==> config.mk <==
export PLATFORM = sky130hd
export DESIGN_NAME = accum_drain_flat
export DESIGN_NICKNAME = d
export VERILOG_FILES = /design/src/rtl/accum_drain_if.sv /design/src/rtl/accum_drain.sv /design/src/flat_wrapper.sv
export SDC_FILE = /design/constraint.sdc
export NUM_CORES = 1
export LEC_CHECK = 0
export ABC_AREA = 1
export BUFFER_PORTS_ARGS = -buffer_cell sky130_fd_sc_hd__buf_2
export CORE_ASPECT_RATIO = 1.75
export CORE_MARGIN = 4
export CORE_UTILIZATION = 30
export DETAILED_ROUTE_END_ITERATION = 16
export GPL_TIMING_DRIVEN = 0
export PLACE_DENSITY_LB_ADDON = 0.15
export SLEW_MARGIN = 30
export SYNTH_ARGS = -nofsm -noshare
export SYNTH_HDL_FRONTEND = slang
export SYNTH_SLANG_ARGS = --single-unit
==> constraint.sdc <==
create_clock -name clk -period 5 [get_ports clk]
set_input_delay 1 -clock clk [delete_from_list [all_inputs] [get_ports clk]]
set_output_delay 1 -clock clk [all_outputs]
set_load 0.05 [all_outputs]
==> src/rtl/accum_drain_if.sv <==
// rtl/accum_drain_if.sv - result beat stream between accum_drain and the host result writer
interface accum_drain_if #(
    parameter int ADDR_WIDTH = 14
);
    logic                  m_valid;
    logic                  m_ready;
    logic [ADDR_WIDTH-1:0] m_index;
    logic [31:0]           m_key;
    logic [31:0]           m_count;

    modport master (output m_valid, output m_index, output m_key, output m_count, input m_ready);
    modport slave  (input m_valid, input m_index, input m_key, input m_count, output m_ready);
endinterface

==> src/rtl/accum_drain.sv <==
// rtl/accum_drain.sv - sweeps the accumulator array and streams {index, key, count} beats
// Optional: ACCUM_DRAIN_SKIP_ZERO_EN drops entries whose count is zero at capture.
module accum_drain #(
    parameter int ADDR_WIDTH = 14
) (
    input  logic                  clk,
    input  logic                  reset,
    input  logic                  start,
    output logic [31:0]           rd_addr,
    input  logic [63:0]           rd_q,
    accum_drain_if.master         m,
    output logic                  busy,
    output logic                  done,
    output logic [ADDR_WIDTH:0]   n_emitted
);
    typedef enum logic [1:0] {IDLE, SCAN, FLUSH, DONE} state_t;

    localparam logic [ADDR_WIDTH:0] LAST_ADDR = {1'b0, {ADDR_WIDTH{1'b1}}};

    state_t                state, state_nxt;
    logic [ADDR_WIDTH:0]   ptr;
    logic                  inflight;
    logic [ADDR_WIDTH-1:0] inflight_idx;
    logic [ADDR_WIDTH-1:0] buf_idx  [2];
    logic [63:0]           buf_data [2];
    logic [1:0]            occ;
    logic [1:0]            occ_after;
    logic                  pop;
    logic                  push;
    logic                  issue;

    assign m.m_valid = (occ != 2'd0);
    assign m.m_index = buf_idx[0];
    assign m.m_key   = buf_data[0][63:32];
    assign m.m_count = buf_data[0][31:0];
    assign busy      = (state == SCAN) || (state == FLUSH);
    assign done      = (state == DONE);

    // Past the final issue the pointer holds 2**ADDR_WIDTH; keep the address on the last entry.
    assign rd_addr = 32'(ptr[ADDR_WIDTH] ? {ADDR_WIDTH{1'b1}} : ptr[ADDR_WIDTH-1:0]);

    assign pop       = m.m_valid & m.m_ready;
    assign occ_after = occ - {1'b0, pop};

`ifdef ACCUM_DRAIN_SKIP_ZERO_EN
    assign push = inflight && (rd_q[31:0] != 32'd0);
`else
    assign push = inflight;
`endif

    always_comb begin
        state_nxt = state;
        issue     = 1'b0;
        case (state)
            IDLE: if (start) state_nxt = SCAN;
            SCAN: begin
                // A slot is reserved for every read in flight, so the FIFO never overflows.
                issue = ((occ_after + {1'b0, inflight}) < 2'd2);
                if (issue && (ptr == LAST_ADDR)) state_nxt = FLUSH;
            end
            FLUSH: if (!inflight && (occ_after == 2'd0)) state_nxt = DONE;
            DONE:  state_nxt = IDLE;
            default: state_nxt = IDLE;
        endcase
    end

    always_ff @(posedge clk) begin
        if (reset) begin
            state        <= IDLE;
            ptr          <= '0;
            inflight     <= 1'b0;
            inflight_idx <= '0;
            occ          <= 2'd0;
            n_emitted    <= '0;
            for (int i = 0; i < 2; i++) begin
                buf_idx[i]  <= '0;
                buf_data[i] <= '0;
            end
        end else begin
            state        <= state_nxt;
            inflight     <= issue;
            if (issue) inflight_idx <= ptr[ADDR_WIDTH-1:0];
            if (state == IDLE && start) begin
                ptr       <= '0;
                n_emitted <= '0;
            end else begin
                if (issue) ptr       <= ptr + 1'b1;
                if (pop)   n_emitted <= n_emitted + 1'b1;
            end
            if (pop) begin
                buf_idx[0]  <= buf_idx[1];
                buf_data[0] <= buf_data[1];
            end
            // Written after the shift so a push into the vacated head slot takes priority.
            if (push) begin
                buf_idx[occ_after[0]]  <= inflight_idx;
                buf_data[occ_after[0]] <= rd_q;
            end
            occ <= occ_after + {1'b0, push};
        end
    end
endmodule

==> src/flat_wrapper.sv <==
// flat-port wrapper written by rule: the top's interface ports become plain ports
module accum_drain_flat 
#(
    parameter int ADDR_WIDTH = 14
)
  (clk, reset, start, rd_addr, rd_q, busy, done, n_emitted, m_m_valid, m_m_index, m_m_key, m_m_count, m_m_ready);
  accum_drain_if #(.ADDR_WIDTH(ADDR_WIDTH)) m_i ();
  input  logic clk;
  input  logic reset;
  input  logic start;
  output logic [31:0] rd_addr;
  input  logic [63:0] rd_q;
  output logic busy;
  output logic done;
  output logic [ADDR_WIDTH:0] n_emitted;
  output wire logic [$bits(m_i.m_valid)-1:0] m_m_valid;
  output wire logic [$bits(m_i.m_index)-1:0] m_m_index;
  output wire logic [$bits(m_i.m_key)-1:0] m_m_key;
  output wire logic [$bits(m_i.m_count)-1:0] m_m_count;
  input wire logic [$bits(m_i.m_ready)-1:0] m_m_ready;
  assign m_m_valid = m_i.m_valid;
  assign m_m_index = m_i.m_index;
  assign m_m_key = m_i.m_key;
  assign m_m_count = m_i.m_count;
  assign m_i.m_ready = m_m_ready;
  accum_drain #(.ADDR_WIDTH(ADDR_WIDTH)) u_core (.clk(clk), .reset(reset), .start(start), .rd_addr(rd_addr), .rd_q(rd_q), .m(m_i), .busy(busy), .done(done), .n_emitted(n_emitted));
endmodule
Yosys cells after proc, flatten, opt, wreduce, memory -nomap -nowiden. Memories as Yosys holds them, arrays and structs flattened. Index checks and enable logic that the tools add are counted. Widths: inputs -> output; s select.

Register bits after elaboration: 49. Bits in writable memories: 156. Word-level logic and storage cells: 57. Memories: 2.

Add/sub/neg operators: 4. Order comparisons: 1. Equality and inequality tests: 7. Multiplexer cells: 22. Bitwise gates (word level): 3. Reduce and logical (&&, ||, !) cells: 12.

Memories: u_core.buf_data (depth 2, bits a word 64, read ports 2, clocked after memory_dff 0, write ports 2, RTL line accum_drain.sv:25) `logic [63:0] buf_data [2];`; u_core.buf_idx (depth 2, bits a word 14, read ports 2, clocked after memory_dff 0, write ports 2, RTL line accum_drain.sv:24) `logic [ADDR_WIDTH-1:0] buf_idx [2];`.

Operators with widths (count): $mux 64 (2); $reduce_or 64->1 (1); $mux 14 (3); $add 15x1->15 const B (2); $eq 15x14->1 const B (1); $reduce_or 14->1 (1); $mux 1 (13); $pmux 2 s4 (1); $mux 2 (3); $ne 2x2->1 const B (3); $eq 2x2->1 const B (2); $logic_not 2->1 (2); $logic_and 1x1->1 (3); $reduce_and 3->1 (1); $add 2x1->2 (1); $eq 2x1->1 const B (1); $lt 2x2->1 const B (1); $or 1x1->1 (2); $reduce_bool 2->1 (1); $reduce_or 2->1 (1); $sub 2x1->2 (1); $and 1x1->1 (1); $logic_not 1->1 (1); $logic_or 1x1->1 (1).

Logic depth before layout (Yosys ltp).
Word-level depth: 8. Gate-level depth with buffers: 13. Depth with buffers taken out: 12.

Worst setup path before layout. OpenSTA, ideal clock, no wires.

Kind: in2reg. Start: in reset. End: mem u_core.buf_data[0][0], enable pin. Data arrival time: 3.360 ns. Path slack: 0.661 ns. Stages on the path: 5. Path buffers: 2. Path through: buf_2 > nor2_1 > nand3_1 > clkbuf_1 > nand3_1.

RTL lines: from (decl) (RTL line flat_wrapper.sv:9) `input logic reset;`; to (decl) (RTL line accum_drain.sv:25).

Final worst setup path.
Start: reg u_core.ptr[14]. End: out rd_addr[3].

Word-level cells in the longest chain between the ends: 1.

RTL lines: from (decl) (RTL line accum_drain.sv:21) `logic [ADDR_WIDTH:0] ptr;`; from (signal assigned) (RTL line accum_drain.sv:87) `if (issue) ptr <= ptr + 1'b1;`; $mux 14 (RTL line accum_drain.sv:40) `assign rd_addr = 32'(ptr[ADDR_WIDTH] ? {ADDR_WIDTH{1'b1}} : ptr[ADDR_WIDTH-1:0]);`; to (decl) (RTL line flat_wrapper.sv:11) `output logic [31:0] rd_addr;`.

Every way passes these cells.

==> reports/metrics.yaml <==
ctsResizeCount: 0
hp-class: "flop to flop"
critPathCapture: "rd_addr[3]"
switching_share: 0.325
setup_viol: 0
path_buf_inv: 3
synth-xor-area-share: 0.00991
critical_path.slowest_cell: "clkbuf_1"
total_power_uw: 4850
synth.mux.area_fraction: 0
drv_slew: 0
rr_worst_depth: 8
tns_ns: 0
ys_async_sr_fraction: 0
portBuffers: 176
antenna_found_initial: 0
synthTopCellsByCount: "edfxtp_1 (156), nor2_1 (121), inv_1 (111), nand2_1 (103), nand3_1 (100)"
end_kind: "output port"
cap_violations: 0
synth_most_common_cell: "edfxtp_1"
postCtsSetupBuffers: 0
insertion_delay_ns: 0.50
cts_tree: "done"
grt_usage: 0.136
r2r-end: "u_core.buf_data[1][28]"
ys_seq_area_frac: 0.641
tightest_slew_ns: 0.656
status: "finished, final reports clean"
gp_congestion: 0.807
synth_top_area_share: 0.530
cts_sinks: 205
grt_max_degree: 44
relSlewSlack: 0.563
dr.pass1.iters: 6
diodes: 0
grt_pass1_wl_um: 35100
crit_arrival_ns: 1.72
cts.reportedPaths.clkPinSlew_ns: 0.06
ir_drop_mv: 0.216
synth_area_leaders: "edfxtp_1 (53%), dfxtp_1 (11%), nand3_1 (5.7%)"
clock_path_buffers: 3
drive_gt1_frac: 0.240
drt-total-wl_um: 22200
synth.distinct_cells: 31
regToRegSetupSlack_ns: 2.54
fmaxAchievable_mhz: 367
routed_via_density: 4.41
period_share: 0.545
power.internal_uw: 3270
cts_root_buf: "clkbuf_16"
area_delta_synth_final_pct: 25.0
synthAdderAreaFrac: 0.0113
postSynthAreaPerCell_sq_um: 9.99
fillers: 2947
hpwl_um: 16500
synthSimpleGateAreaFrac: 0.165
timing.rr.start: "u_core.occ[0]"
ioPinCount: 196
cp.depth: 4
combinationalPowerShare: 0.231
fp.dieH_um: 235
slowest_delay_ns: 0.39
pwr-share-clk: 0.337
finalHoldViolations: 0
grt.overflow.total: 0
p_per_area_nw_per_um2: 439
netlist_instances: 885
syn-cell-area_sq_um: 8840
cts_made_buffers: 21
ant_nets: 0
crit_type: "flop to output port"
rows: 82
synth_edf_count: 156
layout_min_cycle_time_ns: 2.72
htree_levels: 1
die_area_sq_um: 32400
core_area_sq_um: 28800
crit_start: "u_core.ptr[14]"
critPathRequiredTime_ns: 4.00
yosysWarnings: 0
startpoint_type: "flop"
die_w_um: 138
crit_fanout: 10
synth-main-ff-cell: "edfxtp_1"
first_iter_violations: 215
final_nets: 1180
critPathTopFamily: "buffers and inverters"
vias: 6591
power.switching_uw: 1580
postCtsHoldBufs: 0
yosysTopAreaCell: "edfxtp_1"
skew_ns: 0.0106
power_frac_seq: 0.432
wl_per_cell_um: 14.8
synth-seq-cells: 205
synth_compound_area_frac: 0.0822
rsz0062_at_grt: "false"
first_global_vias: 6775
synth_top_family_by_area: "simple AND/OR/NAND/NOR gates"
floorplan.initialDensity: 0.307
p_leak_uw: 0.00474
route.detailed.drc: 0
path_cells: "inv_1, clkbuf_1, nand2_1, buf_2"
==> cells by family after synthesis <==
kind of cell | count (synthesis)
AO/OA/AOI/OAI | 143
XOR/XNOR | 10
adder cells (fa/ha/maj) | 8
buffers and inverters | 178
flip-flops | 205
other | 1
AND/OR/NAND/NOR | 340
==> worst reg2reg max path: stages (launching register included) <==
cell and delay (ns):
dfxtp_1 0.36, inv_2 0.05, nand3_1 0.10, nand2_1 0.09, nand2_1 0.27, buf_2 0.30
buf_2 0.30, nand2_4 0.34, buf_16 0.33
==> sequential cells by signal (all words and copies together), names as in the netlist <==
name                 count
u_core.buf_data        128
u_core.buf_idx          28
u_core.n_emitted        15
u_core.ptr              15
u_core.inflight_idx     14
u_core.occ               2
u_core.state             2
u_core.inflight          1
==> placed cells by master, fill, tap and decap left out, drive strengths merged <==
| master | Yosys | layout |
|---|---|---|
| bufinv | 0 | 4 |
| clkbuf | 19 | 45 |
| a21oi | 40 | 40 |
| nor3 | 3 | 3 |
| inv | 114 | 115 |
| nor2 | 124 | 124 |
| o21a | 1 | 1 |
| nand2 | 105 | 105 |
| ha | 8 | 8 |
| xnor2 | 2 | 2 |
| xor2 | 8 | 8 |
| dfxtp | 49 | 49 |
| edfxtp | 156 | 156 |
| o21ai | 100 | 100 |
| o21bai | 1 | 1 |
| conb | 1 | 18 |
| nand4 | 5 | 5 |
| nand3 | 100 | 100 |
| a22oi | 1 | 1 |
| buf | 44 | 223 |
| clkinvlp | 0 | 1 |
| clkinv | 1 | 6 |
| or2 | 3 | 3 |
==> final cells by class <==
class	count	area, sq um	area share
Inverter	115	432	0.0391
Sequential cell	205	5670	0.513
Clock inverter	11	159	0.0144
Multi-Input combinational cell	519	2460	0.223
Clock buffer	26	544	0.0493
Timing Repair Buffer	179	948	0.0858
Tap cell	378	473	0.0428
Buffer	63	369	0.0334
==> routing by layer <==
layer  part of all wire  GRT usage  vias up  wire length, um
li1                   -          -     3349                -
met2               0.55      0.260      166            12200
met3              0.056     0.0212       33             1230
met5                  0          0        -                0
met1               0.37      0.147     3043             8120
met4              0.028     0.0473        0              624
==> worst min-delay path by stage <==
| stage | from | to | slack [ns] | cells past startpoint |
|---|---|---|---|---|
| final | u_core.inflight_idx[4] | u_core.inflight_idx[4] | 0.48 | 2 |
| after global routing | u_core.inflight_idx[4] | u_core.inflight_idx[4] | 0.51 | 2 |
| after CTS | u_core.inflight_idx[2] | u_core.inflight_idx[2] | 0.48 | 2 |
| after detailed placement | u_core.inflight_idx[4] | u_core.inflight_idx[4] | 0.47 | 2 |
| after global placement | u_core.inflight_idx[4] | u_core.inflight_idx[4] | 0.46 | 2 |
| after floorplan | u_core.inflight_idx[0] | u_core.inflight_idx[0] | 0.44 | 2 |
==> power by group through the flow <==
stage / clock network, uW / registers (uW) / logic [uW]
global placement: 0 / 2150 / 1120
finish: 1640 / 2090 / 1120
floorplan: 0 / 2490 / 476
CTS: 1690 / 2090 / 1150
detailed placement: 0 / 2130 / 1140
global route: 1760 / 2110 / 1220
==> stage by stage <==
stage	setup WS [ns]	hold slack, ns	std cells	cell area [sq um]	utilization
5_1_grt	2.04	0.509	1496	11100	0.383
6_report	2.28	0.476	1496	11100	0.383
2_1_floorplan	0.661	0.442	902	8910	-
3_3_place_gp	-1.13	0.464	1456	10300	0.356
3_5_place_dp	1.68	0.471	1459	10300	0.359
4_1_cts	2.19	0.480	1496	11100	0.383
(Power assumes the default switching activity.)
